`src/rtl/out_display_ctrl_pkg.sv`:
```
`default_nettype none
// ----------------------------------------------------------------------------
// Module : out_display_ctrl_pkg
// Brief  : Shared constants and types for the OUT-port display controller:
//          channel count, blank segment pattern, hex segment codes.
// Rev    : 1.0  initial release
// ----------------------------------------------------------------------------
package out_display_ctrl_pkg;

  localparam int NUM_CHAN = 8;

  typedef logic [15:0] chan_word_t;

  // All segments and decimal point dark (outputs are active-low)
  localparam logic [7:0] SEG_OFF = 8'hFF;

  // Active-low {g,f,e,d,c,b,a} codes for hex digits 0..F (dp handled separately)
  localparam logic [6:0] SEG7_0 = 7'h40;
  localparam logic [6:0] SEG7_1 = 7'h79;
  localparam logic [6:0] SEG7_2 = 7'h24;
  localparam logic [6:0] SEG7_3 = 7'h30;
  localparam logic [6:0] SEG7_4 = 7'h19;
  localparam logic [6:0] SEG7_5 = 7'h12;
  localparam logic [6:0] SEG7_6 = 7'h02;
  localparam logic [6:0] SEG7_7 = 7'h78;
  localparam logic [6:0] SEG7_8 = 7'h00;
  localparam logic [6:0] SEG7_9 = 7'h10;
  localparam logic [6:0] SEG7_A = 7'h08;
  localparam logic [6:0] SEG7_B = 7'h03;
  localparam logic [6:0] SEG7_C = 7'h46;
  localparam logic [6:0] SEG7_D = 7'h21;
  localparam logic [6:0] SEG7_E = 7'h06;
  localparam logic [6:0] SEG7_F = 7'h0E;

endpackage
`default_nettype wire

```
`src/rtl/out_display_ctrl_seg7_decode.sv`:
```
`default_nettype none
// ----------------------------------------------------------------------------
// Module : seg7_decode
// Brief  : Combinational hex nibble to active-low 7-segment {g..a} decoder.
// Rev    : 1.0  initial release
// ----------------------------------------------------------------------------
module seg7_decode
  import out_display_ctrl_pkg::*;
(
  input  logic [3:0] nibble,
  output logic [6:0] segs
);

  // Map each hex value onto its segment pattern
  always_comb begin
    segs = SEG7_0;
    case (nibble)
      4'h0: segs = SEG7_0;
      4'h1: segs = SEG7_1;
      4'h2: segs = SEG7_2;
      4'h3: segs = SEG7_3;
      4'h4: segs = SEG7_4;
      4'h5: segs = SEG7_5;
      4'h6: segs = SEG7_6;
      4'h7: segs = SEG7_7;
      4'h8: segs = SEG7_8;
      4'h9: segs = SEG7_9;
      4'hA: segs = SEG7_A;
      4'hB: segs = SEG7_B;
      4'hC: segs = SEG7_C;
      4'hD: segs = SEG7_D;
      4'hE: segs = SEG7_E;
      4'hF: segs = SEG7_F;
      default: segs = SEG7_0;
    endcase
  end

endmodule
`default_nettype wire

```
`src/rtl/out_display_ctrl.sv`:
```
`default_nettype none
// ----------------------------------------------------------------------------
// Module : out_display_ctrl
// Brief  : Captures processor OUT results into an 8-channel bank and scans
//          two channels of the selected page onto an 8-digit 7-seg display.
//          Also keeps sticky per-channel written LEDs and an OUT counter.
// Rev    : 1.0  initial release
// ----------------------------------------------------------------------------
module out_display_ctrl
  import out_display_ctrl_pkg::*;
#(
  parameter int SCAN_DIV = 16384,
  parameter int CNT_W    = 8
) (
  input  logic             clock,
  input  logic             reset,
  input  logic [15:0]      outval1,
  input  logic [15:0]      outval2,
  input  logic [2:0]       outsel,
  input  logic             outdisplay,
  input  logic [1:0]       page_sel,
  output logic [7:0]       seg,
  output logic [7:0]       an,
  output logic [7:0]       led,
  output logic [CNT_W-1:0] out_count
);

  localparam int SCAN_W = (SCAN_DIV > 2) ? $clog2(SCAN_DIV) : 1;
  localparam logic [SCAN_W-1:0] SCAN_LAST = SCAN_W'(SCAN_DIV - 1);

  chan_word_t        chan [NUM_CHAN];
  logic [SCAN_W-1:0] scan_cnt;
  logic [2:0]        digit;
  logic [1:0]        page_q;

  chan_word_t        shown_word;
  logic [3:0]        shown_nibble;
  logic [6:0]        shown_segs;
  logic              dp_n;

  // outval2 is reserved on this port; fold it so it is visibly consumed
  logic unused_outval2;
  assign unused_outval2 = ^outval2;

  // Capture OUT strobes into the bank, latch written flags, count events
  always_ff @(posedge clock or posedge reset) begin
    if (reset) begin
      for (int i = 0; i < NUM_CHAN; i++) begin
        chan[i] <= '0;
      end
      led       <= '0;
      out_count <= '0;
    end else if (outdisplay) begin
      chan[outsel] <= outval1;
      led[outsel]  <= 1'b1;
      out_count    <= out_count + 1'b1;
    end
  end

  // Digit-slot divider; page only advances at the frame boundary to avoid tearing
  always_ff @(posedge clock or posedge reset) begin
    if (reset) begin
      scan_cnt <= '0;
      digit    <= '0;
      page_q   <= '0;
    end else if (scan_cnt == SCAN_LAST) begin
      scan_cnt <= '0;
      digit    <= digit + 3'd1;
      if (digit == 3'd7) begin
        page_q <= page_sel;
      end
    end else begin
      scan_cnt <= scan_cnt + 1'b1;
    end
  end

  // Upper four digits show the even channel, lower four the odd channel
  always_comb begin
    shown_word   = digit[2] ? chan[{page_q, 1'b0}] : chan[{page_q, 1'b1}];
    shown_nibble = shown_word[3:0];
    case (digit[1:0])
      2'd0: shown_nibble = shown_word[3:0];
      2'd1: shown_nibble = shown_word[7:4];
      2'd2: shown_nibble = shown_word[11:8];
      2'd3: shown_nibble = shown_word[15:12];
      default: shown_nibble = shown_word[3:0];
    endcase
    dp_n = (digit == 3'd4) ? 1'b0 : 1'b1;
  end

  seg7_decode u_seg7_decode (
    .nibble (shown_nibble),
    .segs   (shown_segs)
  );

  // Register display drive; first cycle of each slot blanks anodes against ghosting
  always_ff @(posedge clock or posedge reset) begin
    if (reset) begin
      seg <= SEG_OFF;
      an  <= 8'hFF;
    end else begin
      seg <= {dp_n, shown_segs};
      if (scan_cnt == '0) begin
        an <= 8'hFF;
      end else begin
        an <= ~(8'b1 << digit);
      end
    end
  end

endmodule
`default_nettype wire

```
`config.mk`:
```
export PLATFORM = sky130hd
export DESIGN_NAME = out_display_ctrl
export DESIGN_NICKNAME = d
export VERILOG_FILES = /design/src/rtl/out_display_ctrl_pkg.sv /design/src/rtl/out_display_ctrl_seg7_decode.sv /design/src/rtl/out_display_ctrl.sv
export SDC_FILE = /design/constraint.sdc
export NUM_CORES = 1
export LEC_CHECK = 0
export ABC_AREA = 1
export CAP_MARGIN = 10
export CORE_ASPECT_RATIO = 1.75
export CORE_UTILIZATION = 60
export DETAILED_ROUTE_END_ITERATION = 16
export PLACE_DENSITY = 0.93
export SLEW_MARGIN = 20
export SYNTH_ARGS = -nofsm -noshare
export SYNTH_HDL_FRONTEND = slang
export SYNTH_SLANG_ARGS = --single-unit
```
`constraint.sdc`:
```
create_clock -name clock -period 9.8 [get_ports clock]
set_clock_uncertainty 0.2 [all_clocks]
set_input_delay 1.96 -clock clock [delete_from_list [all_inputs] [get_ports clock]]
set_output_delay 1.96 -clock clock [all_outputs]
set_load 0.03 [all_outputs]
```
==> results of run 1 <==
Yosys cell counts, drive strengths merged:
| library cell | number | share of area |
|---|---|---|
| nor3b | 1 | 0.00090 |
| o22ai | 5 | 0.0037 |
| nand4 | 4 | 0.0030 |
| nor2 | 91 | 0.041 |
| clkbuf | 27 | 0.012 |
| or2 | 3 | 0.0023 |
| xor2 | 11 | 0.012 |
| nor3 | 5 | 0.0030 |
| nand3 | 55 | 0.033 |
| ha | 16 | 0.024 |
| o211ai | 12 | 0.011 |
| xnor2 | 1 | 0.0011 |
| nor4 | 1 | 0.0025 |
| a21oi | 12 | 0.0095 |
| dfstp | 16 | 0.050 |
| o21ai | 165 | 0.099 |
| buf | 20 | 0.016 |
| inv | 111 | 0.050 |
| nand2 | 302 | 0.14 |
| dfrtp | 163 | 0.49 |
state kept, by name, indices dropped and copies added (netlist names):
name,cells
scan_cnt,14
chan,128
seg,8
digit,3
out_count,8
an,8
page_q,2
led,8
power breakdown:
part           total (mW)  internal (mW)  switching, mW
sequential          0.944          0.871         0.0732
combinational       0.366          0.143          0.223
clock               0.673          0.365          0.308
per-layer routing:
metal / global-route usage / up-vias / share of wire
li1: - / 3301 / -
met1: 0.343 / 3399 / 0.36
met2: 0.517 / 422 / 0.51
met3: 0.0639 / 108 / 0.073
met4: 0.219 / 0 / 0.059
met5: 0 / - / 0
worst paths after layout:
path / startpoint / end / slack [ns] / cells past startpoint
worst max-delay path: reset / page_q[0] / 5.99 / 3
worst min-delay path: led[2] / led[2] / 0.26 / 2
worst max register to register: digit[2] / seg[6] / 6.34 / 14
worst min register to register: led[2] / led[2] / 0.26 / 2
max in group clock: an[3] / an[3] / 5.99 / 1
min in group asynchronous: reset / led[6] / 1.91 / 2
through the flow:
step / setup slack (ns) / area (µm²)
2_1_floorplan: 2.81 / 8340
3_3_place_gp: 5.48 / 8920
3_5_place_dp: 5.41 / 8920
4_1_cts: 5.75 / 9510
5_1_grt: 5.67 / 9520
6_report: 5.99 / 9520
logic make-up after synthesis:
kind of cell,Yosys count,share of synthesized area
compound gates,194,0.123
buf+inv,158,0.0780
xor+xnor,12,0.0126
fa+ha+maj,16,0.0240
simple gates,462,0.223
flops,179,0.539
tightest hold or removal path, cell delays in order, from the launching register on:
cell,delay (ns)
dfrtp_1,0.34
inv_1,0.04
nand2_1,0.05
area by class of cell:
cell class                 count  area [µm²]  area share
sequential                   179        4500       0.473
clock inverter                14         143      0.0150
inverter                     111         422      0.0443
multi-input combinational    684        3210       0.337
timing repair buffer          60         588      0.0618
tap                          174         218      0.0229
clock buffer                  18         439      0.0461
==> reports/results.md, run 1 <==
| Result | Value |
|:---|:---|
| Number of filler instances in the final layout | 940 |
| Non-Filler Instances | 1,240 |
| Number of vias per cell | 5.83 |
| Global placement routability congestion | 0.798 |
| Drt total wl | 20,900 µm |
| Relative slew slack | 0.317 |
| Overall die area | 14,400 µm² |
| Global-route wire length before repair | 34,100 µm |
| Area growth from synthesis to final layout | 14.1% |
| Vias in the first global route | 7,140 |
| Effective utilization at floorplan | 0.620 |
| Number of rows created at floorplan | 56 |
| Ordered cell list for the critical path | clkdlybuf4s50_1 > inv_6 > buf_4 |
| RSZ-0062 raised after global routing | no |
| Utilization after layout | 0.708 |
| Maximum clock frequency | 262 MHz |
| Number of cells after detailed placement | 1,208 |
| IO Count | 72 |
| Maximum single-stage delay on the critical path | 0.82 ns |
| Remaining DRCs | 0 |
| Insertion delay of the later-clocked pin in the worst-skew pair | 0.44 ns |
| Post-CTS Hold Buffers | 0 |
| H-Tree Level Count | 4 |
| WP buf/inv | 3 |
| Fraction of layout cells with a size suffix above 1 | 0.0713 |
| Worst Setup End Kind | asynchronous set/reset pin |
| Final hold slack | 0.264 ns |
| Clock tree sinks | 179 |
| Wire per inst | 16.8 µm |
| Detail Placement HPWL | 11,800 µm |
| Synth Instances | 1,021 |
| Critical-path maximum fanout | 110 |
| Number of buffers on the longest clock path | 2 |
| Reported leakage power | 4.74 nW |
| Nets | 1,109 |
| Num CTS Buffers | 17 |
| Number of input and output port buffers inserted | 55 |
| Critical path data required time | 9.99 ns |
| Die H | 158 µm |
| Launching element type of the critical path | primary input |
| Part of the Yosys area used for sequential elements | 0.539 |
| Synth Area per Inst | 8.17 µm² |
| DRC violation total after the first TritonRoute iteration | 834 |
| Clock slew at the register clock pins of the worst setup and hold paths | 0.07 ns |
| Run status | completed |
| Hold violation total from the final report | 0 |
| Critical path class | in2async |
| Portion of the clock cycle consumed by the worst path in the final layout | 0.389 |
| Worst Hold Class | reg2reg |
| Total Neg Setup Slack | 0 ns |
| Final number of setup-violating endpoints | 0 |
| Synthesized cell area | 8340 µm² |
| Number of warning messages in the yosys log | 0 |
| Overall fraction of global-route tracks in use | 0.305 |
| Resized cells post-CTS | 0 |
| Total power per unit cell area | 208 nW/µm² |
| Final global-route overflow total | 0 |
| Most used cells in the layout excluding fill and tap cells | nand2_1, dfrtp_1, o21ai_0 |
| Syn Nets | 1,077 |
| Die Wd | 91.1 µm |
| Worst voltage drop across the vdd grid | 0.147 mV |
| CTS tree | done |
| Count of pins over their slew limit | 0 |
| CP top delay family | buffers and inverters |
| Count of inserted antenna diode cells | 0 |
| Post-detailed-route count of antenna-violating nets | 0 |
| Actual slew at the worst max-slew pin | 1.02 ns |
| Data arrival time of the critical path | 4.00 ns |
| Slowest library cell on the worst path | buf_4 |
| Number of distinct library cells after synthesis | 30 |
| Antenna violations before repair | 0 |
| First-pass iteration count of the detailed router | 7 |
| Total Power Consumption | 1.98 mW |
| Time the worst path needs with I/O delays and setup | 3.81 ns |
| Flip-flop and latch count after synthesis | 179 |
| Most frequent standard cell in the layout excluding fill and tap cells | nand2_1 |
| CORE AREA | 13,500 µm² |
| Buffers inserted during post-CTS setup optimization | 0 |
| Pin count of the biggest net entering global routing | 111 |
| Number of max-cap violations | 0 |
| Vias after detailed routing | 7,230 |
| Cell at the root of the clock tree | clkbuf_16 |
No activity file was read; power rests on OpenSTA's default activity.
==> run 2: changes to the inputs <==
--- a/config.mk
+++ b/config.mk
@@ -8,9 +8,9 @@
 export ABC_AREA = 1
 export CAP_MARGIN = 10
 export CORE_ASPECT_RATIO = 1.75
-export CORE_UTILIZATION = 60
+export CORE_UTILIZATION = 52
 export DETAILED_ROUTE_END_ITERATION = 16
-export PLACE_DENSITY = 0.93
+export PLACE_DENSITY = 0.87
 export SLEW_MARGIN = 20
 export SYNTH_ARGS = -nofsm -noshare
 export SYNTH_HDL_FRONTEND = slang
==> constraint.sdc (replaced) <==
create_clock -name clock -period 3.15 [get_ports clock]
set_clock_uncertainty 0.2 [all_clocks]
set_input_delay 0.63 -clock clock [delete_from_list [all_inputs] [get_ports clock]]
set_output_delay 0.63 -clock clock [all_outputs]
set_load 0.03 [all_outputs]
==> run 2 against run 1 <==
Critical endpoint is now seg[0]; non-clock buffer count increased by 16; largest power group unchanged; sequential cell count unchanged; the run now ends with design-rule violations left; highest routed layer unchanged; cell area increased by 1.9%; die area increased by 15%.
==> reports/results.md, run 2 (synthesized netlist as in run 1, its figures left out) <==
| Result | Value |
|:---|:---|
| Post-detailed-route count of antenna-violating nets | 0 |
| Placement Cell Area | 9130 µm² |
| Hold violation total from the final report | 0 |
| Number of max-cap violations | 0 |
| DRC violation total after the first TritonRoute iteration | 643 |
| Total Power Consumption | 6.09 mW |
| Num CTS Buffers | 17 |
| First-pass iteration count of the detailed router | 11 |
| Register with the most flip-flops | chan |
| Worst-case setup slack after placement | 0.504 ns |
| Biggest registers after layout | chan x128, scan_cnt x14 |
| Effective utilization at floorplan | 0.537 |
| Maximum single-stage delay on the critical path | 0.43 ns |
| Ordered cell list for the critical path | inv_2 > buf_4 > nor2_1 > o22ai_1 > nor2_1 > nor2_1 > inv_1 > nand2_1 > ha_1 > inv_1 > nand2_1 > nand3_1 > nand2_1 |
| Cell at the root of the clock tree | clkbuf_16 |
| Critical path class | reg2reg |
| Reported leakage power | 4.84 nW |
| Count of pins over their slew limit | 0 |
| Resized cells post-CTS | 0 |
| Drt total wl | 20,000 µm |
| Total power per unit cell area | 628 nW/µm² |
| CTS tree | done |
| Actual slew at the worst max-slew pin | 0.649 ns |
| Number of input and output port buffers inserted | 55 |
| Portion of the clock cycle consumed by the worst path in the final layout | 0.878 |
| Launching element type of the critical path | flop |
| Insertion delay of the later-clocked pin in the worst-skew pair | 0.42 ns |
| Vias after detailed routing | 7,047 |
| Max FFs per register | 128 |
| Worst reg-to-reg setup slack | 0.39 ns |
| Worst Hold Class | reg2reg |
| Non-Filler Instances | 1,268 |
| Detail Placement HPWL | 12,500 µm |
| Final std cell area, no fill | 9700 µm² |
| Vias in the first global route | 6,956 |
| Minimum setup slack in the final design | 0.386 ns |
| Number of buffers on the longest clock path | 2 |
| Critical path data required time | 3.32 ns |
| Wire per inst | 15.8 µm |
| Overall die area | 16,600 µm² |
| Antenna violations before repair | 0 |
| Final number of setup-violating endpoints | 0 |
| Area taken by multi-input logic gates | 3200 µm² |
| Global placement routability congestion | 0.839 |
| Violated checks | design-rule violations |
| Worst voltage drop across the vdd grid | 0.392 mV |
| Number of cells after detailed placement | 1,236 |
| Maximum clock frequency | 362 MHz |
| Buffers inserted during post-CTS setup optimization | 0 |
| FF+latch area | 4500 µm² |
| Remaining DRCs | 4 |
| Clock slew at the register clock pins of the worst setup and hold paths | 0.07 ns |
| H-Tree Level Count | 4 |
| Worst Setup End Kind | flop |
| Overall fraction of global-route tracks in use | 0.256 |
| Slowest library cell on the worst path | dfrtp_2 |
| Die H | 170 µm |
| Clock tree sinks | 179 |
| WP buf/inv | 4 |
| Most frequent standard cell in the layout excluding fill and tap cells | nand2_1 |
| Number of rows created at floorplan | 60 |
| IO Count | 72 |
| Final global-route overflow total | 0 |
| Die Wd | 97.7 µm |
| Time the worst path needs with I/O delays and setup | 2.76 ns |
| Count of inserted antenna diode cells | 0 |
| Global-route wire length before repair | 33,300 µm |
| Number of filler instances in the final layout | 1,215 |
| Nets | 1,125 |
| Run status | complete, but fails checks |
| Fraction of layout cells with a size suffix above 1 | 0.0776 |
| Relative slew slack | 0.564 |
| Pin count of the biggest net entering global routing | 76 |
| Critical-path maximum fanout | 26 |
| Number of vias per cell | 5.56 |
| Data arrival time of the critical path | 2.94 ns |
| Total Neg Setup Slack | 0 ns |
| CORE AREA | 15,500 µm² |
| Most used cells in the layout excluding fill and tap cells | nand2_1, dfrtp_1, o21ai_0 |
| RSZ-0062 raised after global routing | no |
| Post-CTS Hold Buffers | 0 |
| Area growth from synthesis to final layout | 16.3% |
| CP top delay family | buffers and inverters |
## run 2: layout make-up
class / count / share of cell area
Tap cell: 186 / 0.0240
Multi-Input combinational cell: 684 / 0.330
Clock buffer: 21 / 0.0475
Timing Repair Buffer: 76 / 0.0808
Inverter: 111 / 0.0433
Clock inverter: 11 / 0.0107
Sequential cell: 179 / 0.464
## run 2: routing by layer
| layer | share of wire | GRT usage |
|---|---|---|
| met5 | 0 | 0 |
| met4 | 0.053 | 0.159 |
| met3 | 0.061 | 0.0342 |
| met2 | 0.51 | 0.445 |
| met1 | 0.38 | 0.299 |
## run 2: worst paths after layout
path                            from       end  cells after the start
max                        page_q[0]    seg[0]                     13
min                           led[6]    led[6]                      2
max reg2reg                page_q[0]    seg[0]                     13
min reg2reg                   led[6]    led[6]                      2
max in group asynchronous      reset    seg[4]                      3
min in group asynchronous      reset  chan[26]                      2
## run 2: power breakdown
group          internal (mW)  switching, mW
Sequential              2.71          0.217
Combinational          0.455          0.677
Clock                   1.14          0.894
Total                   4.30           1.79
## run 2: worst reg2reg max path: stages (launching register included)
cell	delay (ns)
dfrtp_2	0.43
inv_2	0.38
buf_4	0.36
nor2_1	0.08
o22ai_1	0.17
nor2_1	0.06
nor2_1	0.25
inv_1	0.10
nand2_1	0.13
ha_1	0.25
inv_1	0.08
nand2_1	0.09
nand3_1	0.08
nand2_1	0.07
## run 2: per-stage QoR
| stage | util | hold slack (ns) |
|---|---|---|
| 5_1_grt | 0.624 | 0.291 |
| 4_1_cts | 0.624 | 0.273 |
| 3_5_place_dp | 0.588 | 0.251 |
| 6_report | 0.624 | 0.269 |
| 3_3_place_gp | 0.588 | 0.246 |
| 2_1_floorplan | - | 0.246 |
==> run 3: changes to the inputs <==
--- a/config.mk
+++ b/config.mk
@@ -7,10 +7,12 @@
 export LEC_CHECK = 0
 export ABC_AREA = 1
 export CAP_MARGIN = 10
-export CORE_ASPECT_RATIO = 1.75
+export CORE_ASPECT_RATIO = 1.2
 export CORE_UTILIZATION = 52
 export DETAILED_ROUTE_END_ITERATION = 16
+export GPL_ROUTABILITY_DRIVEN = 0
 export PLACE_DENSITY = 0.87
+export SETUP_SLACK_MARGIN = 0.3
 export SLEW_MARGIN = 20
 export SYNTH_ARGS = -nofsm -noshare
 export SYNTH_HDL_FRONTEND = slang
==> run 3 against run 2 <==
The run now ends clean; cell area fell by 0.49%; via count fell by 2.6%; clock-buffer cell count rose by 1; worst setup slack improved by 0.11 ns; largest cell class unchanged; highest routed layer unchanged.
==> reports/results.md, run 3 (synthesized netlist as in run 1, its figures left out) <==
| Result | Value |
|:---|:---|
| Run status | completed |
| WP buf/inv | 2 |
| Total Power Consumption | 5.95 mW |
| Total Neg Setup Slack | 0 ns |
| FF+latch area | 4500 µm² |
| Area growth from synthesis to final layout | 15.7% |
| Ordered cell list for the critical path | buf_12 > nor2_1 > nor2_1 > o21ai_1 > nand3_1 > nand3_1 > nand2_1 > a21oi_2 > inv_1 > ha_1 > nand2_1 > nand2_1 > nand2_1 > nand2_1 |
| Remaining DRCs | 0 |
| CORE AREA | 15,600 µm² |
| Wire per inst | 14.8 µm |
| Cell at the root of the clock tree | clkbuf_16 |
| Most frequent standard cell in the layout excluding fill and tap cells | nand2_1 |
| Worst Hold Class | reg2reg |
| Maximum single-stage delay on the critical path | 0.44 ns |
| CP top delay family | simple AND/OR/NAND/NOR gates |
| Number of rows created at floorplan | 50 |
| Pin count of the biggest net entering global routing | 106 |
| Vias after detailed routing | 6,862 |
| H-Tree Level Count | 4 |
| Antenna violations before repair | 0 |
| Final std cell area, no fill | 9650 µm² |
| Non-Filler Instances | 1,290 |
| Drt total wl | 19,100 µm |
| Data arrival time of the critical path | 2.81 ns |
| Worst voltage drop across the vdd grid | 0.357 mV |
| Hold violation total from the final report | 0 |
| IO Count | 72 |
| Effective utilization at floorplan | 0.533 |
| Buffers inserted during post-CTS setup optimization | 0 |
| CTS tree | done |
| Insertion delay of the later-clocked pin in the worst-skew pair | 0.43 ns |
| Number of max-cap violations | 0 |
| Most used cells in the layout excluding fill and tap cells | nand2_1, dfrtp_1, o21ai_0 |
| Total power per unit cell area | 617 nW/µm² |
| Most repeated library cell on the critical path | nand2_1 |
| Max FFs per register | 128 |
| Number of input and output port buffers inserted | 55 |
| Die Wd | 118 µm |
| Final global-route overflow total | 0 |
| Worst Setup End Kind | flop |
| Slowest library cell on the worst path | dfrtp_2 |
| Overall fraction of global-route tracks in use | 0.244 |
| Nets | 1,125 |
| Maximum clock frequency | 377 MHz |
| Reported leakage power | 4.81 nW |
| Number of filler instances in the final layout | 1,279 |
| Critical-path maximum fanout | 75 |
| DRC violation total after the first TritonRoute iteration | 658 |
| Area taken by multi-input logic gates | 3200 µm² |
| Final hold slack | 0.269 ns |
| Critical path class | reg2reg |
| Detail Placement HPWL | 11,700 µm |
| Placement Cell Area | 9120 µm² |
| Number of cells after detailed placement | 1,258 |
| Biggest registers after layout | chan x128, scan_cnt x14 |
| Die H | 141 µm |
| Overall die area | 16,600 µm² |
| Number of buffers on the longest clock path | 2 |
| Time the worst path needs with I/O delays and setup | 2.65 ns |
| Clock slew at the register clock pins of the worst setup and hold paths | 0.07 ns |
| Post-detailed-route count of antenna-violating nets | 0 |
| Relative slew slack | 0.572 |
| Portion of the clock cycle consumed by the worst path in the final layout | 0.842 |
| Utilization after layout | 0.617 |
| Critical path data required time | 3.31 ns |
| Vias in the first global route | 6,825 |
| Worst-case setup slack after placement | 0.492 ns |
| First-pass iteration count of the detailed router | 5 |
| Minimum setup slack in the final design | 0.498 ns |
| Actual slew at the worst max-slew pin | 0.637 ns |
| Register with the most flip-flops | chan |
| Num CTS Buffers | 17 |
| Global-route wire length before repair | 32,000 µm |
| Fraction of layout cells with a size suffix above 1 | 0.0767 |
| Number of vias per cell | 5.32 |
| Count of inserted antenna diode cells | 0 |
| Launching element type of the critical path | flop |
| RSZ-0062 raised after global routing | no |
| Clock tree sinks | 179 |
| Count of pins over their slew limit | 0 |
| Final number of setup-violating endpoints | 0 |
-- run 3: changes by cell type in the layout (fill, tap and decap cells not counted) --
cell	change
inv_6	-4
clkinvlp_4	-1
bufinv_16	-1
inv_4	+1
inv_2	-1
clkbuf_1	+1
clkinv_4	+1
buf_12	-3
buf_4	+3
clkinv_2	+4
-- run 3: timing repair --
item                                    4_1_cts  5_1_grt
hold buffers                                  0        0
endpoints found under the setup margin        0        4
hold endpoints to repair                      0        0
resized for setup                             0        2
-- run 3: where the power goes --
part | total [mW] | switching [mW] | internal [mW]
combinational | 1.13 | 0.676 | 0.453
clock | 1.89 | 0.852 | 1.04
sequential | 2.93 | 0.217 | 2.71
-- run 3: final timing paths --
check	to	from	depth (start not counted)	slack (ns)
hold / removal	led[3]	led[3]	2	0.27
setup reg to reg	seg[3]	page_q[0]	14	0.50
min in group asynchronous	led[6]	reset	2	0.28
hold reg to reg	led[3]	led[3]	2	0.27
setup / recovery	seg[3]	page_q[0]	14	0.50
max in group asynchronous	page_q[0]	reset	3	1.66
-- run 3: final cells by class --
cell class              instances  area share
well taps                     208      0.0270
clock buffers                  22      0.0481
repair buffers                 76      0.0773
inverters                     111      0.0438
clock inverters                10     0.00622
flip-flops and latches        179       0.466
multi-input cells             684       0.331
-- run 3: tightest hold or removal path, delay by kind of cell, from the launching register on --
kind                   cells  cell delay, ns
buffers and inverters      1            0.04
DFF                        1            0.35
and+or+nand+nor            1            0.05
-- run 3: per-layer routing --
metal	up-vias	wire, µm	GRT usage
met5	-	0	0
met4	0	702	0.137
met3	59	1060	0.0494
met2	223	9700	0.414
met1	3255	7640	0.291
li1	3325	-	-
